$ cat src/rtl/icache_refill_unit.sv
// -----------------------------------------------------------------------------
// icache_refill_unit
//
// Purpose:
//   Write-side master for the instruction-cache data array. Takes one miss at
//   a time, issues a single block-aligned read burst, assembles the response
//   beats into a full line and writes it into the victim way / bank / set with
//   a single-cycle masked write.
//
// Ports:
//   clk_i, rst_i              clock, synchronous active-high reset
//   flush_i                   abort the refill in progress
//   miss_valid_i/ready_o      miss handshake
//   miss_addr_i, miss_way_i   missing address (any offset), victim way mask
//   mem_req_valid_o/ready_i   burst request handshake
//   mem_req_addr_o            block-aligned burst address
//   mem_rsp_valid_i/data_i    response beats (no backpressure)
//   mem_rsp_last_i            final beat marker from memory
//   w_bank_addr_o             set index within the bank
//   w_bank_sel_o              bank select
//   we_way_mask_o             per-way write enable (only in the write cycle)
//   wdata_o                   assembled line
//   refill_done_o             one-cycle pulse coincident with the write
//   refill_addr_o             block-aligned address of current/last refill
//   busy_o                    refill in progress
//   err_o                     sticky protocol error
// -----------------------------------------------------------------------------
module icache_refill_unit #(
    parameter int NUM_WAYS            = 4,
    parameter int NUM_BANKS           = 4,
    parameter int SETS_PER_BANK_WIDTH = 8,
    parameter int BLOCK_WIDTH         = 512,
    parameter int MEM_DATA_WIDTH      = 64,
    parameter int ADDR_WIDTH          = 32,
    localparam int BEATS  = BLOCK_WIDTH / MEM_DATA_WIDTH,
    localparam int OFF_W  = $clog2(BLOCK_WIDTH / 8),
    localparam int BANK_W = (NUM_BANKS > 1) ? $clog2(NUM_BANKS) : 1
) (
    input  logic                           clk_i,
    input  logic                           rst_i,
    input  logic                           flush_i,
    input  logic                           miss_valid_i,
    output logic                           miss_ready_o,
    input  logic [ADDR_WIDTH-1:0]          miss_addr_i,
    input  logic [NUM_WAYS-1:0]            miss_way_i,
    output logic                           mem_req_valid_o,
    input  logic                           mem_req_ready_i,
    output logic [ADDR_WIDTH-1:0]          mem_req_addr_o,
    input  logic                           mem_rsp_valid_i,
    input  logic [MEM_DATA_WIDTH-1:0]      mem_rsp_data_i,
    input  logic                           mem_rsp_last_i,
    output logic [SETS_PER_BANK_WIDTH-1:0] w_bank_addr_o,
    output logic [BANK_W-1:0]              w_bank_sel_o,
    output logic [NUM_WAYS-1:0]            we_way_mask_o,
    output logic [BLOCK_WIDTH-1:0]         wdata_o,
    output logic                           refill_done_o,
    output logic [ADDR_WIDTH-1:0]          refill_addr_o,
    output logic                           busy_o,
    output logic                           err_o
);

    localparam int CNT_W = (BEATS > 1) ? $clog2(BEATS) : 1;
    localparam logic [CNT_W-1:0] LAST_BEAT = CNT_W'(BEATS - 1);
    localparam logic [ADDR_WIDTH-1:0] OFF_MASK = ADDR_WIDTH'((64'd1 << OFF_W) - 64'd1);

    typedef enum logic [2:0] {
        IDLE,
        REQ,
        RECV,
        DRAIN,
        WRITE
    } state_t;

    state_t                         state_q;
    logic [CNT_W-1:0]               beat_cnt_q;
    logic [BLOCK_WIDTH-1:0]         line_q;
    logic                           err_q;
    logic [ADDR_WIDTH-1:0]          addr_q;
    logic [NUM_WAYS-1:0]            way_q;
    logic [BANK_W-1:0]              bank_sel_q;
    logic [SETS_PER_BANK_WIDTH-1:0] bank_addr_q;

    logic last_beat;
    logic in_rx;
    logic write_fire;

    assign last_beat  = (beat_cnt_q == LAST_BEAT);
    assign in_rx      = (state_q == RECV) || (state_q == DRAIN);
    // A flush landing on the write cycle cancels the write entirely.
    assign write_fire = (state_q == WRITE) && !flush_i;

    assign miss_ready_o    = (state_q == IDLE) && !flush_i;
    assign mem_req_valid_o = (state_q == REQ) && !flush_i;
    assign mem_req_addr_o  = addr_q;
    assign w_bank_addr_o   = bank_addr_q;
    assign w_bank_sel_o    = bank_sel_q;
    assign refill_addr_o   = addr_q;
    assign we_way_mask_o   = write_fire ? way_q : '0;
    assign refill_done_o   = write_fire;
    assign wdata_o         = line_q;
    assign busy_o          = (state_q != IDLE);
    assign err_o           = err_q;

    always_ff @(posedge clk_i) begin
        if (rst_i) begin
            state_q     <= IDLE;
            beat_cnt_q  <= '0;
            line_q      <= '0;
            err_q       <= 1'b0;
            addr_q      <= '0;
            way_q       <= '0;
            bank_sel_q  <= '0;
            bank_addr_q <= '0;
        end else begin
            // Stray beats outside a burst, and a last marker that disagrees
            // with the beat count, are both flagged; the FSM itself always
            // trusts its own count.
            if (mem_rsp_valid_i && !in_rx) begin
                err_q <= 1'b1;
            end
            if (mem_rsp_valid_i && in_rx && (last_beat != mem_rsp_last_i)) begin
                err_q <= 1'b1;
            end

            case (state_q)
                IDLE: begin
                    if (miss_valid_i && !flush_i) begin
                        addr_q      <= miss_addr_i & ~OFF_MASK;
                        bank_sel_q  <= miss_addr_i[OFF_W +: BANK_W];
                        bank_addr_q <= miss_addr_i[OFF_W+BANK_W +: SETS_PER_BANK_WIDTH];
                        way_q       <= miss_way_i;
                        beat_cnt_q  <= '0;
                        state_q     <= REQ;
                    end
                end
                REQ: begin
                    if (flush_i) begin
                        state_q <= IDLE;
                    end else if (mem_req_ready_i) begin
                        state_q <= RECV;
                    end
                end
                RECV: begin
                    if (mem_rsp_valid_i) begin
                        for (int i = 0; i < BEATS; i++) begin
                            if (beat_cnt_q == CNT_W'(i)) begin
                                line_q[i*MEM_DATA_WIDTH +: MEM_DATA_WIDTH] <= mem_rsp_data_i;
                            end
                        end
                        beat_cnt_q <= beat_cnt_q + CNT_W'(1);
                        if (last_beat) begin
                            state_q <= flush_i ? IDLE : WRITE;
                        end else if (flush_i) begin
                            state_q <= DRAIN;
                        end
                    end else if (flush_i) begin
                        state_q <= DRAIN;
                    end
                end
                DRAIN: begin
                    // Burst cannot be cancelled at the memory side, so the
                    // remaining beats are counted off and discarded.
                    if (mem_rsp_valid_i) begin
                        beat_cnt_q <= beat_cnt_q + CNT_W'(1);
                        if (last_beat) begin
                            state_q <= IDLE;
                        end
                    end
                end
                WRITE: begin
                    state_q <= IDLE;
                end
                default: begin
                    state_q <= IDLE;
                end
            endcase
        end
    end

endmodule

$ cat config.mk
export PLATFORM = sky130hd
export DESIGN_NAME = icache_refill_unit
export DESIGN_NICKNAME = d
export VERILOG_FILES = /design/src/rtl/icache_refill_unit.sv
export SDC_FILE = /design/constraint.sdc
export NUM_CORES = 1
export LEC_CHECK = 0
export ABC_AREA = 1
export CAP_MARGIN = 40
export CORE_AREA = 2 2 270 272
export CTS_CLUSTER_SIZE = 14
export DETAILED_ROUTE_END_ITERATION = 12
export DIE_AREA = 0 0 272 274
export GPL_TIMING_DRIVEN = 0
export PLACE_DENSITY = 0.54
export SLEW_MARGIN = 5
export SYNTH_ARGS = -nofsm -noshare
export SYNTH_HDL_FRONTEND = slang
export SYNTH_SLANG_ARGS = --single-unit
$ cat constraint.sdc
create_clock -name clk_i -period 2.3 [get_ports clk_i]
set_input_delay 0.46 -clock clk_i [delete_from_list [all_inputs] [get_ports clk_i]]
set_output_delay 0.46 -clock clk_i [all_outputs]
set_load 0.01 [all_outputs]
; ---- Word level (Yosys, flattened, before mapping)
; Index checks and enable logic that the tools add are counted.
[op_classes]
n_addsub = 1
n_eq_ne = 17
mux = 16
n_reduce_logical = 27
[ops]
columns = cell, n
row1 = $mux W3, 11
row2 = $reduce_and A3 Y1, 9
row3 = $eq A3 B3 Y1 const B, 5
row4 = $eq A3 B2 Y1 const B, 4
row5 = $pmux W3 S4, 1
row6 = $logic_and A1 B1 Y1, 7
row7 = $eq A3 B1 Y1 const B, 2
row8 = $logic_not A3 Y1, 2
row9 = $pmux W3 S2, 1
row10 = $mux W4, 1
row11 = $ne A2 B1 Y1 const B, 2
row12 = $ne A2 B2 Y1 const B, 2
row13 = $reduce_and A4 Y1, 1
row14 = $reduce_bool A2 Y1, 2
row15 = $add A3 B1 Y3 const B, 1
row16 = $ne A3 B3 Y1 const B, 1
row17 = $reduce_bool A3 Y1, 1
row18 = $logic_not A1 Y1, 2
row19 = $mux W1, 2
row20 = $reduce_and A2 Y1, 1
row21 = $reduce_or A2 Y1, 1
row22 = $logic_or A1 B1 Y1, 1
row23 = $ne A1 B1 Y1, 1
[totals]
ff_bits = 559
inputBits = 107
output_inout_bits = 595
word_cells = 76

; ---- Longest topological paths before layout
; Gate-level depths: netlist (run 1).
[depth]
ltp_word = 6
depth_mapped = 9
mapped_depth_nobuf = 8

; ---- Least setup slack after synthesis (run 1)
; OpenSTA, ideal clock, no wires.
[synth_timing]
kind = reg-to-reg
start = register beat_cnt_q[0]
end = register line_q[473] (netlist: wdata_o[473])
setup_time_ps = 70
arrival_ps = 1567
required_time_ps = 2230
path_slack_ps = 662
path_stages_with_launch = 8
path_buffers = 3
period_less_slack_ps = 1638
cell_sequence = dfxtp_1 -> ha_1 -> ha_1 -> buf_2 -> clkbuf_1 -> clkbuf_1 -> nand3_1 -> a21oi_1
[synth_via]
elab_chain_cells = 2
[synth_rtl]
columns = element, line_no
row1 = from (decl), 75  ; logic [CNT_W-1:0] beat_cnt_q;
row2 = from (signal assigned), 150  ; beat_cnt_q <= beat_cnt_q + CNT_W'(1);
row3 = from (signal assigned), 164  ; beat_cnt_q <= beat_cnt_q + CNT_W'(1);
row4 = $eq A3 B3 Y1, 146  ; if (beat_cnt_q == CNT_W'(i)) begin
row5 = $reduce_and A3 Y1 (no line), n/a
row6 = "to (signal, indexed assignment)", 147  ; line_q[i*MEM_DATA_WIDTH +: MEM_DATA_WIDTH] <= mem_rsp_data_i;
row7 = to (decl), 76  ; logic [BLOCK_WIDTH-1:0] line_q;
; Every way passes these cells.
; A chain may end at the register's enable or synchronous reset.

; ---- Worst setup path in the final report (run 1)
[layout_timing]
start = register state_q[2]
end = output miss_ready_o
[layout_via]
elab_chain_cells = 2
[layout_rtl]
columns = element, line_no
row1 = from (decl), 74  ; state_t state_q;
row2 = from (signal assigned), 152  ; state_q <= flush_i ? IDLE : WRITE;
row3 = $logic_not A3 Y1, 92  ; assign miss_ready_o = (state_q == IDLE) && !flush_i;
row4 = $logic_and A1 B1 Y1, 92
row5 = to (decl), 43  ; output logic miss_ready_o,
; Every way passes these cells.

==> key figures, run 1 <==
Logic synthesis
  – Syn Std Cell Area: 19,990 um^2
  – Flops & latches, synth: 549
  – Yosys cell types: 21
  – Most used DFF post-synth: dfxtp_1
  – Count leader, synth: nor2_1
  – Commonest cells in the netlist: nor2_1 (788), dfxtp_1 (549), o21ai_0 (392)
  – Post-synth ARST share: 0%
  – Synth area leaders: dfxtp_1 (55%), nor2_1 (15%), o21ai_0 (9.8%)
  – Sequential area share after synthesis: 54.99%
  – Mapped Cells: 2,567
  – Avg Inst Size Synth: 7.786 um^2
  – Number of synthesized flops with an enable pin: 0
  – Synth top area share: 54.99%
  – Yosys top cell by area: dfxtp_1
  – Synth warnings: 0

Worst setup path
  – Slowest cell on crit path: dfxtp_2
  – Crit path max fanout: 10
  – Worst EP required: 1840 ps
  – CP cell instances: nor2_4, nand2_4, nor2_4, buf_6, dlygate4sd2_1
  – CP dominant cell by count: nor2_4
  – Worst path arrival time: 1750 ps
  – CP Buf/Inv Count: 2
  – CP top delay family: buffers and inverters
  – Critical Path End Type: output port
  – Critical path class: reg -> out
  – CP peak stage delay: 360 ps
  – Worst setup SP type: register

Finish
  – Layout cells sized above 1: 9.223%
  – Layout Nets: 3,382
  – Final cell count without fillers: 4,270
  – P&R area growth vs syn: 48.03%

STA
  – Peak Freq: 451.8 MHz
  – Unrepaired setup endpoints after global routing: false
  – Slew headroom: 46.85%
  – Slew @ Worst Pin: 797.3 ps
  – Endpoints failing hold: 0
  – Fin crit share: 96.24%
  – Final Skew: 14.20 ps
  – Final Slew Violations: 0
  – Post-layout min period: 2214 ps
  – Hold Worst Slack: 245.5 ps
  – Setup violators final: 0

Clocking
  – Clk_lat worst skew: 600 ps
  – Clock buffer depth: 3
  – CTS tree: built
  – Clk pin slew, worst setup/hold paths: 60 ps
  – CTS Buf Count: 66
  – H-tree levels: 3
  – CTS root buf: clkbuf_16
  – CTS sink cnt: 549

Place
  – Final Wtd Congestion: 0.8555
  – IO buf count: 617
  – Placed wire-length estimate: 68,520 um
  – Dpl cells: 4,159

Drt
  – DRC Markers: 0
  – DR vias: 20,000
  – DR WL/cell: 22.24 um
  – Met3 wire length: 7812 um
  – Routed vias/inst: 4.683
  – Iter 0 DRT Violations: 1,392
  – Routed Antenna Nets: 0
  – TritonRoute pass-1 iters: 9
  – WL met2: 45,490 um
  – M1 WL: 39,010 um
  – Highest routed layer: met4
  – Total length of routed wires: 94,960 um

Job
  – Maxcap violations: 0

Die
  – IO Count: 702
  – Starting density of the core: 27.77%
  – Row count: 99
  – Die width: 272 um
  – Die height: 274 um
  – Core footprint: 71,970 um^2
  – Die area: 74,530 um^2

Global routing
  – First-pass GRT wire length: 133,500 um
  – Initial antenna violation count: 6
  – Vias in the first global route: 18,450
  – All-Layer GR Usage: 24.43%
  – Largest net degree at the start of global routing: 16
  – GRT overflow: 0

Min path
  – Hold crit path type: in -> reg

Run status
  – Status: completed

Power
  – Worst VDD drop: 0.5488 mV
  – Pwr dens: 714.8 nW/um^2
  – Lkg Pwr: 0.01191 uW
worst register-to-register path, cell delays in order (launching register included):
cell      delay (ps)
dfxtp_1          410
ha_1             210
ha_1             140
buf_2            190
clkbuf_2         280
clkbuf_1         510
nand3_1          140
a21oi_1          170
where the power goes:
| part | internal (uW) | switching (uW) |
|---|---|---|
| registers | 9590 | 65.2 |
| clock network | 5900 | 4290 |
| logic | 471 | 832 |
| total | 16000 | 5190 |
timing repair:
item	in CTS	in global routing
setup buffers	3	0
resized for setup	22	6
setup endpoints to repair	49	19
pin swaps	3	0
hold buffers	0	0
stage by stage:
| step | util, % | total power, uW | setup slack (ps) | TNS [ps] | cell area (um^2) |
|---|---|---|---|---|---|
| 6_report | 41.11 | 21150 | 86.47 | 0 | 29590 |
| 5_1_grt | 41.10 | 21850 | 7.396 | 0 | 29580 |
| 4_1_cts | 41.09 | 21360 | 13.25 | 0 | 29570 |
| 3_5_place_dp | 38.18 | 11150 | -523.5 | -61610 | 27480 |
| 3_3_place_gp | 38.08 | 11150 | -529.7 | -127290 | 27400 |
| 2_1_floorplan | - | 10450 | 662.3 | 0 | 20030 |
worst paths after layout:
check | from | cells past startpoint | endpoint | slack (ps)
worst max-delay path | state_q[2] | 5 | miss_ready_o | 90
worst min-delay path | mem_rsp_data_i[23] | 3 | wdata_o[471] | 250
worst max register to register | beat_cnt_q[0] | 7 | wdata_o[477] | 170
worst min register to register | err_o | 2 | err_o | 460
cell families (layout without fill, tap and decap cells):
family	after synthesis	in the layout	share of synthesized area [%]
xor+xnor	1	1	0.04383
buf+inv	325	1054	8.257
fa+ha+maj	6	6	0.3756
flops	549	549	54.99
other cells	1	16	0.01876
simple gates	1130	1130	22.42
compound gates	555	555	13.90
area by class of cell:
| class | instances | area (um^2) |
|---|---|---|
| diodes | 4 | 10.01 |
| plain buffers | 298 | 1563 |
| clock buffers | 89 | 1819 |
| clock inverters | 17 | 227.7 |
| fillers | 7310 | 42380 |
| inverters | 25 | 93.84 |
| multi-input cells | 1704 | 7415 |
| flip-flops and latches | 549 | 11000 |
| well taps | 959 | 1200 |
| repair buffers | 625 | 6262 |
metal layers:
layer  up-vias  track usage, %
li1       9624               -
met1      9489           30.03
met2       758           41.41
met3       126           6.691
met4         0           7.721
met5         -               0
cell usage in the layout, fill, tap and decap left out, types with 8 or more instances in the layout:
cell type          n
clkbuf_1         126
buf_2             56
conb_1            12
dlygate4sd2_1      8
clkbuf_16         67
a21oi_1          163
inv_1             16
buf_4             61
buf_6             11
inv_2              9
o21ai_0          392
clkbuf_2          62
nor2_1           787
dfxtp_1          546
nand3_1          162
nand2_1          172
clkdlybuf4s50_1  608
flip-flops by register name, indices dropped and copies added, names as in the netlist:
signal / flops
beat_cnt_q: 3
wdata_o: 512
err_o: 1
state_q: 3
w_bank_addr_o: 7
w_bank_sel_o: 1
way_q: 4
mem_req_addr_o: 18
Note: power is estimated with default switching activity, not from simulation.
==> inputs of run 2 (changes only) <==
- HOLD_SLACK_MARGIN: not set -> 0.02
- SLEW_MARGIN: 5 -> 30
==> key figures, run 2 (synthesis results as in run 1) <==
Drt
  – DRC Markers: 0 (unchanged)
  – Routed vias/inst: 4.646 (-0.80%)
  – Total length of routed wires: 94,840 um (-0.12%)
  – Routed Antenna Nets: 0 (unchanged)
  – DR vias: 19,840 (-0.78%)
  – Iter 0 DRT Violations: 1,313 (-5.7%)
  – DR WL/cell: 22.21 um (-0.15%)
  – TritonRoute pass-1 iters: 5 (-4)

Die
  – Die width: 272 um (unchanged)
  – Die height: 274 um (unchanged)
  – Die area: 74,530 um^2 (unchanged)
  – Core footprint: 71,970 um^2 (unchanged)
  – Starting density of the core: 27.77% (unchanged)
  – IO Count: 702 (unchanged)
  – Row count: 99 (unchanged)

Clocking
  – Clock buffer depth: 3 (unchanged)
  – Clk pin slew, worst setup/hold paths: 60 ps (about the same)
  – CTS sink cnt: 549 (unchanged)
  – CTS root buf: clkbuf_16
  – Clk_lat worst skew: 640 ps (+40 ps)
  – H-tree levels: 2 (-1)
  – CTS tree: built
  – CTS Buf Count: 61 (-7.6%)

Min path
  – Hold crit path type: in -> reg

Global routing
  – Vias in the first global route: 18,470 (+0.12%)
  – Largest net degree at the start of global routing: 16 (unchanged)
  – Initial antenna violation count: 3 (-3)
  – First-pass GRT wire length: 133,100 um (-0.31%)
  – All-Layer GR Usage: 24.25% (-0.18 points)
  – GRT overflow: 0 (unchanged)

Power
  – Pwr dens: 718.6 nW/um^2 (+0.53%)
  – Worst VDD drop: 0.5539 mV (+0.93%)
  – Power Total: 21,250 uW (+0.47%)
  – Lkg Pwr: 0.01192 uW (about the same)

Worst setup path
  – CP dominant cell by count: nor2_4
  – Worst path arrival time: 1760 ps (about the same)
  – Worst setup SP type: register
  – CP top delay family: buffers and inverters
  – CP peak stage delay: 370 ps (about the same)
  – R2R setup slack: 180 ps (about the same)
  – Worst EP required: 1840 ps (about the same)
  – CP cell instances: nor2_4, nand2_4, nor2_4, buf_6, clkdlybuf4s15_1
  – Slowest cell on crit path: dfxtp_2
  – Crit path max fanout: 10 (unchanged)
  – CP Buf/Inv Count: 2 (unchanged)
  – Critical Path End Type: output port
  – Critical path class: reg -> out

Finish
  – Layout Nets: 3,375 (-0.21%)
  – Fillers: 7,308 (-0.027%)
  – Most frequent cells in the layout: nor2_1 (787), clkdlybuf4s50_1 (608), dfxtp_1 (546), o21ai_0 (392), nand2_1 (172)
  – P&R area growth vs syn: 47.94% (about the same)
  – Finished Cell Area: 29,570 um^2 (about the same)
  – Layout cells sized above 1: 9.522% (+0.30 points)
  – Most common cell after layout, fill and taps aside: nor2_1
  – Max reg flops: 512 (unchanged)

Place
  – Placed wire-length estimate: 67,940 um (-0.85%)
  – IO buf count: 617 (unchanged)
  – Place WS: -516.2 ps (+7.265 ps)
  – Final Wtd Congestion: 0.8555 (unchanged)
  – Post-DP Area: 27,420 um^2 (-0.20%)

STA
  – Post-layout min period: 2220 ps (+6.403 ps)
  – Slew headroom: 52.47% (+5.6 points)
  – Endpoints failing hold: 0 (unchanged)
  – Fin crit share: 96.52% (+0.28 points)
  – Unrepaired setup endpoints after global routing: false
  – Setup violators final: 0 (unchanged)
  – Slew @ Worst Pin: 713.0 ps (-84.32 ps)
  – Final Slew Violations: 0 (unchanged)
  – Peak Freq: 450.5 MHz (-0.29%)
  – Slack of the critical path: 80.06 ps (-6.403 ps)
  – Final Skew: 18.54 ps (+4.342 ps)

Run status
  – Status: completed

Job
  – Maxcap violations: 0 (unchanged)
-- run 2: repair_timing --
item	CTS	global route
setup endpoints to repair	26	8
hold buffers	0	0
resized for setup	23	8
setup buffers	3	0
pin swaps	3	0
-- run 2: power by group --
part	total [uW]	switching [uW]	internal, uW
registers	9650	64.8	9590
logic	1290	825	467
clock network	10300	4220	6080
-- run 2: worst paths after layout --
check / from / to / cells past startpoint
hold / removal: mem_rsp_data_i[23] / wdata_o[343] / 3
hold reg to reg: way_q[1] / way_q[1] / 2
setup / recovery: state_q[2] / miss_ready_o / 5
setup reg to reg: beat_cnt_q[0] / wdata_o[60] / 8
-- run 2: final cells by class --
| class | instances | area [um^2] | share of cell area (%) |
|---|---|---|---|
| flip-flops and latches | 549 | 11000 | 37.19 |
| repair buffers | 621 | 6200 | 20.97 |
| clock inverters | 26 | 327.8 | 1.109 |
| clock buffers | 83 | 1750 | 5.920 |
| diodes | 4 | 10.01 | 0.03385 |
| inverters | 25 | 93.84 | 0.3174 |
| plain buffers | 300 | 1575 | 5.328 |
| multi-input cells | 1704 | 7415 | 25.08 |
| well taps | 959 | 1200 | 4.058 |
-- run 2: through the flow --
step / instances / utilization, % / TNS [ps] / hold WS [ps]
floorplan: 2578 / - / 0 / 430.0
global placement: 4154 / 38.08 / -127290 / 442.1
detailed placement: 4155 / 38.10 / -59750 / 446.4
CTS: 4267 / 41.06 / 0 / 170.7
global route: 4267 / 41.07 / 0 / 195.6
finish: 4271 / 41.09 / 0 / 204.0
-- run 2: worst register-to-register path: stages (launching register included) --
cell      delay [ps]
dfxtp_1          410
inv_1            110
ha_1             220
nand2_1           70
nor2_1            60
inv_2            480
clkbuf_1         500
nor2_1           110
nor2_1           110
-- run 2: per-layer routing --
metal / part of all wire (%) / track usage [%] / vias up
met5: 0 / 0 / -
met4: 3.7 / 8.560 / 0
met3: 7.6 / 6.332 / 144
met2: 47 / 41.08 / 705
met1: 41 / 29.69 / 9383
li1: - / - / 9610
==> inputs of run 3 (changes only) <==
- CAP_MARGIN: 40 -> 20
==> key figures, run 3 (synthesis results as in run 1) <==
Run status
  – Status: completed

STA
  – Hold Worst Slack: 220.6 ps (+16.64 ps)
  – Final Skew: 18.51 ps (-0.03020 ps)
  – Slew headroom: 40.22% (-12 points)
  – Unrepaired setup endpoints after global routing: false
  – Post-layout min period: 2211 ps (-9.259 ps)
  – Final Slew Violations: 0 (unchanged)
  – Setup TNS: 0 ps (unchanged)
  – Slack of the critical path: 89.32 ps (+9.259 ps)
  – Setup violators final: 0 (unchanged)
  – Fin crit share: 96.12% (-0.40 points)
  – Peak Freq: 452.4 MHz (+0.42%)
  – Slew @ Worst Pin: 896.7 ps (+183.8 ps)
  – Endpoints failing hold: 0 (unchanged)

Worst setup path
  – Worst setup SP type: register
  – Critical path depth: 5 (unchanged)
  – Reg2Reg Launch Point: beat_cnt_q[0]
  – CP Buf/Inv Count: 2 (unchanged)
  – CP top delay family: buffers and inverters
  – Crit path max fanout: 10 (unchanged)
  – Worst Setup EP: miss_ready_o
  – Critical path class: reg -> out
  – Slowest cell on crit path: dfxtp_2
  – R2R setup slack: 190 ps (about the same)
  – Cell depth of the worst flop-to-flop path: 8 (unchanged)
  – Worst EP required: 1840 ps (about the same)
  – Worst setup path startpoint: state_q[2]
  – CP peak stage delay: 360 ps (about the same)
  – Critical Path End Type: output port
  – FF-to-FF End: wdata_o[61]
  – Worst path arrival time: 1750 ps (about the same)
  – CP cell instances: nor2_4, nand2_4, nor2_4, buf_6, clkdlybuf4s15_1
  – CP dominant cell by count: nor2_4

Drt
  – Total length of routed wires: 95,180 um (+0.35%)
  – TritonRoute pass-1 iters: 7 (+2)
  – Routed vias/inst: 4.682 (+0.77%)
  – DR WL/cell: 22.29 um (+0.37%)
  – Routed Antenna Nets: 0 (unchanged)
  – Iter 0 DRT Violations: 1,393 (+6.1%)
  – DR vias: 19,990 (+0.75%)
  – DRC Markers: 0 (unchanged)

Clocking
  – Clk_lat worst skew: 630 ps (about the same)
  – Post-CTS Hold Buffers: 0 (unchanged)
  – CTS root buf: clkbuf_16
  – CTS tree: built
  – H-tree levels: 2 (unchanged)
  – Clk pin slew, worst setup/hold paths: 60 ps (about the same)
  – CTS Buf Count: 61 (unchanged)
  – Clock buffer depth: 3 (unchanged)
  – CTS sink cnt: 549 (unchanged)

Power
  – Pwr dens: 712.0 nW/um^2 (-0.92%)
  – Clock share of power: 47.9% (-0.6 points)
  – Switching Share: 24.04% (about the same)
  – Lkg Pwr: 0.01188 uW (-0.32%)
  – Sequential Power Share: 46.0% (+0.6 points)
  – Worst VDD drop: 0.5742 mV (+3.7%)
  – Combinational Power Share: 6.2% (about the same)
  – Int Power: 15,960 uW (-1.1%)
  – Power Total: 21,010 uW (-1.1%)
  – Net Sw Power: 5051 uW (-1.2%)

Finish
  – Max reg flops: 512 (unchanged)
  – Most common cell after layout, fill and taps aside: nor2_1
  – Layout cells sized above 1: 9.308% (-0.21 points)
  – Most frequent cells in the layout: nor2_1 (787), clkdlybuf4s50_1 (608), dfxtp_1 (546), o21ai_0 (392), nand2_1 (172)
  – P&R area growth vs syn: 47.62%
  – Finished Cell Area: 29,500 um^2 (-0.22%)
  – Layout Nets: 3,374 (-0.030%)

Die
  – Die width: 272 um (unchanged)
  – IO Count: 702 (unchanged)
  – Core footprint: 71,970 um^2 (unchanged)
  – Row count: 99 (unchanged)
  – Die area: 74,530 um^2 (unchanged)
  – Starting density of the core: 27.77% (unchanged)
  – Die height: 274 um (unchanged)

Place
  – Placed wire-length estimate: 67,970 um (about the same)
  – Place WS: -511.5 ps (+4.703 ps)
  – IO buf count: 617 (unchanged)
  – Final Wtd Congestion: 0.8555 (unchanged)
  – Post-DP Area: 27,410 um^2 (about the same)

Global routing
  – First-pass GRT wire length: 133,100 um (about the same)
  – Vias in the first global route: 18,480 (+0.043%)
  – Initial antenna violation count: 5 (+2)
  – Largest net degree at the start of global routing: 16 (unchanged)
  – Grt met3 use: 6.577% (+0.25 points)
  – GR peak layer: met2
  – Met2 Use GR: 41.80% (+0.72 points)
  – All-Layer GR Usage: 24.26% (about the same)
  – GR Util met1: 29.92% (+0.23 points)
  – GRT overflow: 0 (unchanged)

Min path
  – Hold crit path type: in -> reg

Job
  – Maxcap violations: 0 (unchanged)
[run 3: changes by cell type in the layout (fill, tap and decap cells not counted), moves of 2 or more]
cell       previous run  this run
bufinv_16             7         4
clkbuf_1            117       125
clkbuf_8             12        14
clkinv_2             15         9
diode_2               4         2
inv_6                 2         4
[run 3: worst min path at each step]
stage                             startpoint      endpoint  slack, ps  cells past startpoint
after detailed placement            way_q[1]      way_q[1]        450                      2
after floorplan                     way_q[0]      way_q[0]        430                      2
final                     mem_rsp_data_i[23]  wdata_o[343]        220                      3
after global routing      mem_rsp_data_i[23]  wdata_o[151]        220                      3
after global placement                 err_o         err_o        440                      2
after CTS                 mem_rsp_data_i[23]  wdata_o[343]        180                      3
[run 3: tightest hold or removal path, delay by kind of cell]
kind / cells / cell delay (ps)
AND/OR/NAND/NOR: 2 / 170
buffers and inverters: 1 / 170
[run 3: power by group through the flow]
stage,Combinational [uW],Sequential [uW],Clock (uW)
3_5_place_dp,1290,9860,0
5_1_grt,1380,9660,10600
6_report,1290,9660,10100
4_1_cts,1300,9650,10300
3_3_place_gp,1290,9860,0
2_1_floorplan,572,9880,0
[run 3: repair_timing]
item | 4_1_cts | 5_1_grt
pin swaps | 3 | 0
setup buffers | 3 | 0
resized for setup | 22 | 8
setup endpoints to repair | 29 | 9
[run 3: per-layer routing]
metal,vias up,routed length (um)
li1,9632,-
met5,-,0
met1,9480,39050
met2,758,45850
met4,0,2285
met3,121,7993
[run 3: metrics by stage]
stage,util [%],cells
floorplan,-,2578
global placement,38.08,4154
detailed placement,38.09,4154
CTS,40.98,4268
global route,40.99,4268
finish,41.00,4270
[run 3: area by class of cell]
class	count	area [um^2]
Buffer	300	1575
Clock inverter	17	200.2
Tap cell	959	1200
Fill cell	7342	42460
Multi-Input combinational cell	1704	7415
Clock buffer	94	1833
Inverter	25	93.84
Timing Repair Buffer	620	6188
Antenna cell	2	5.005
Sequential cell	549	10990
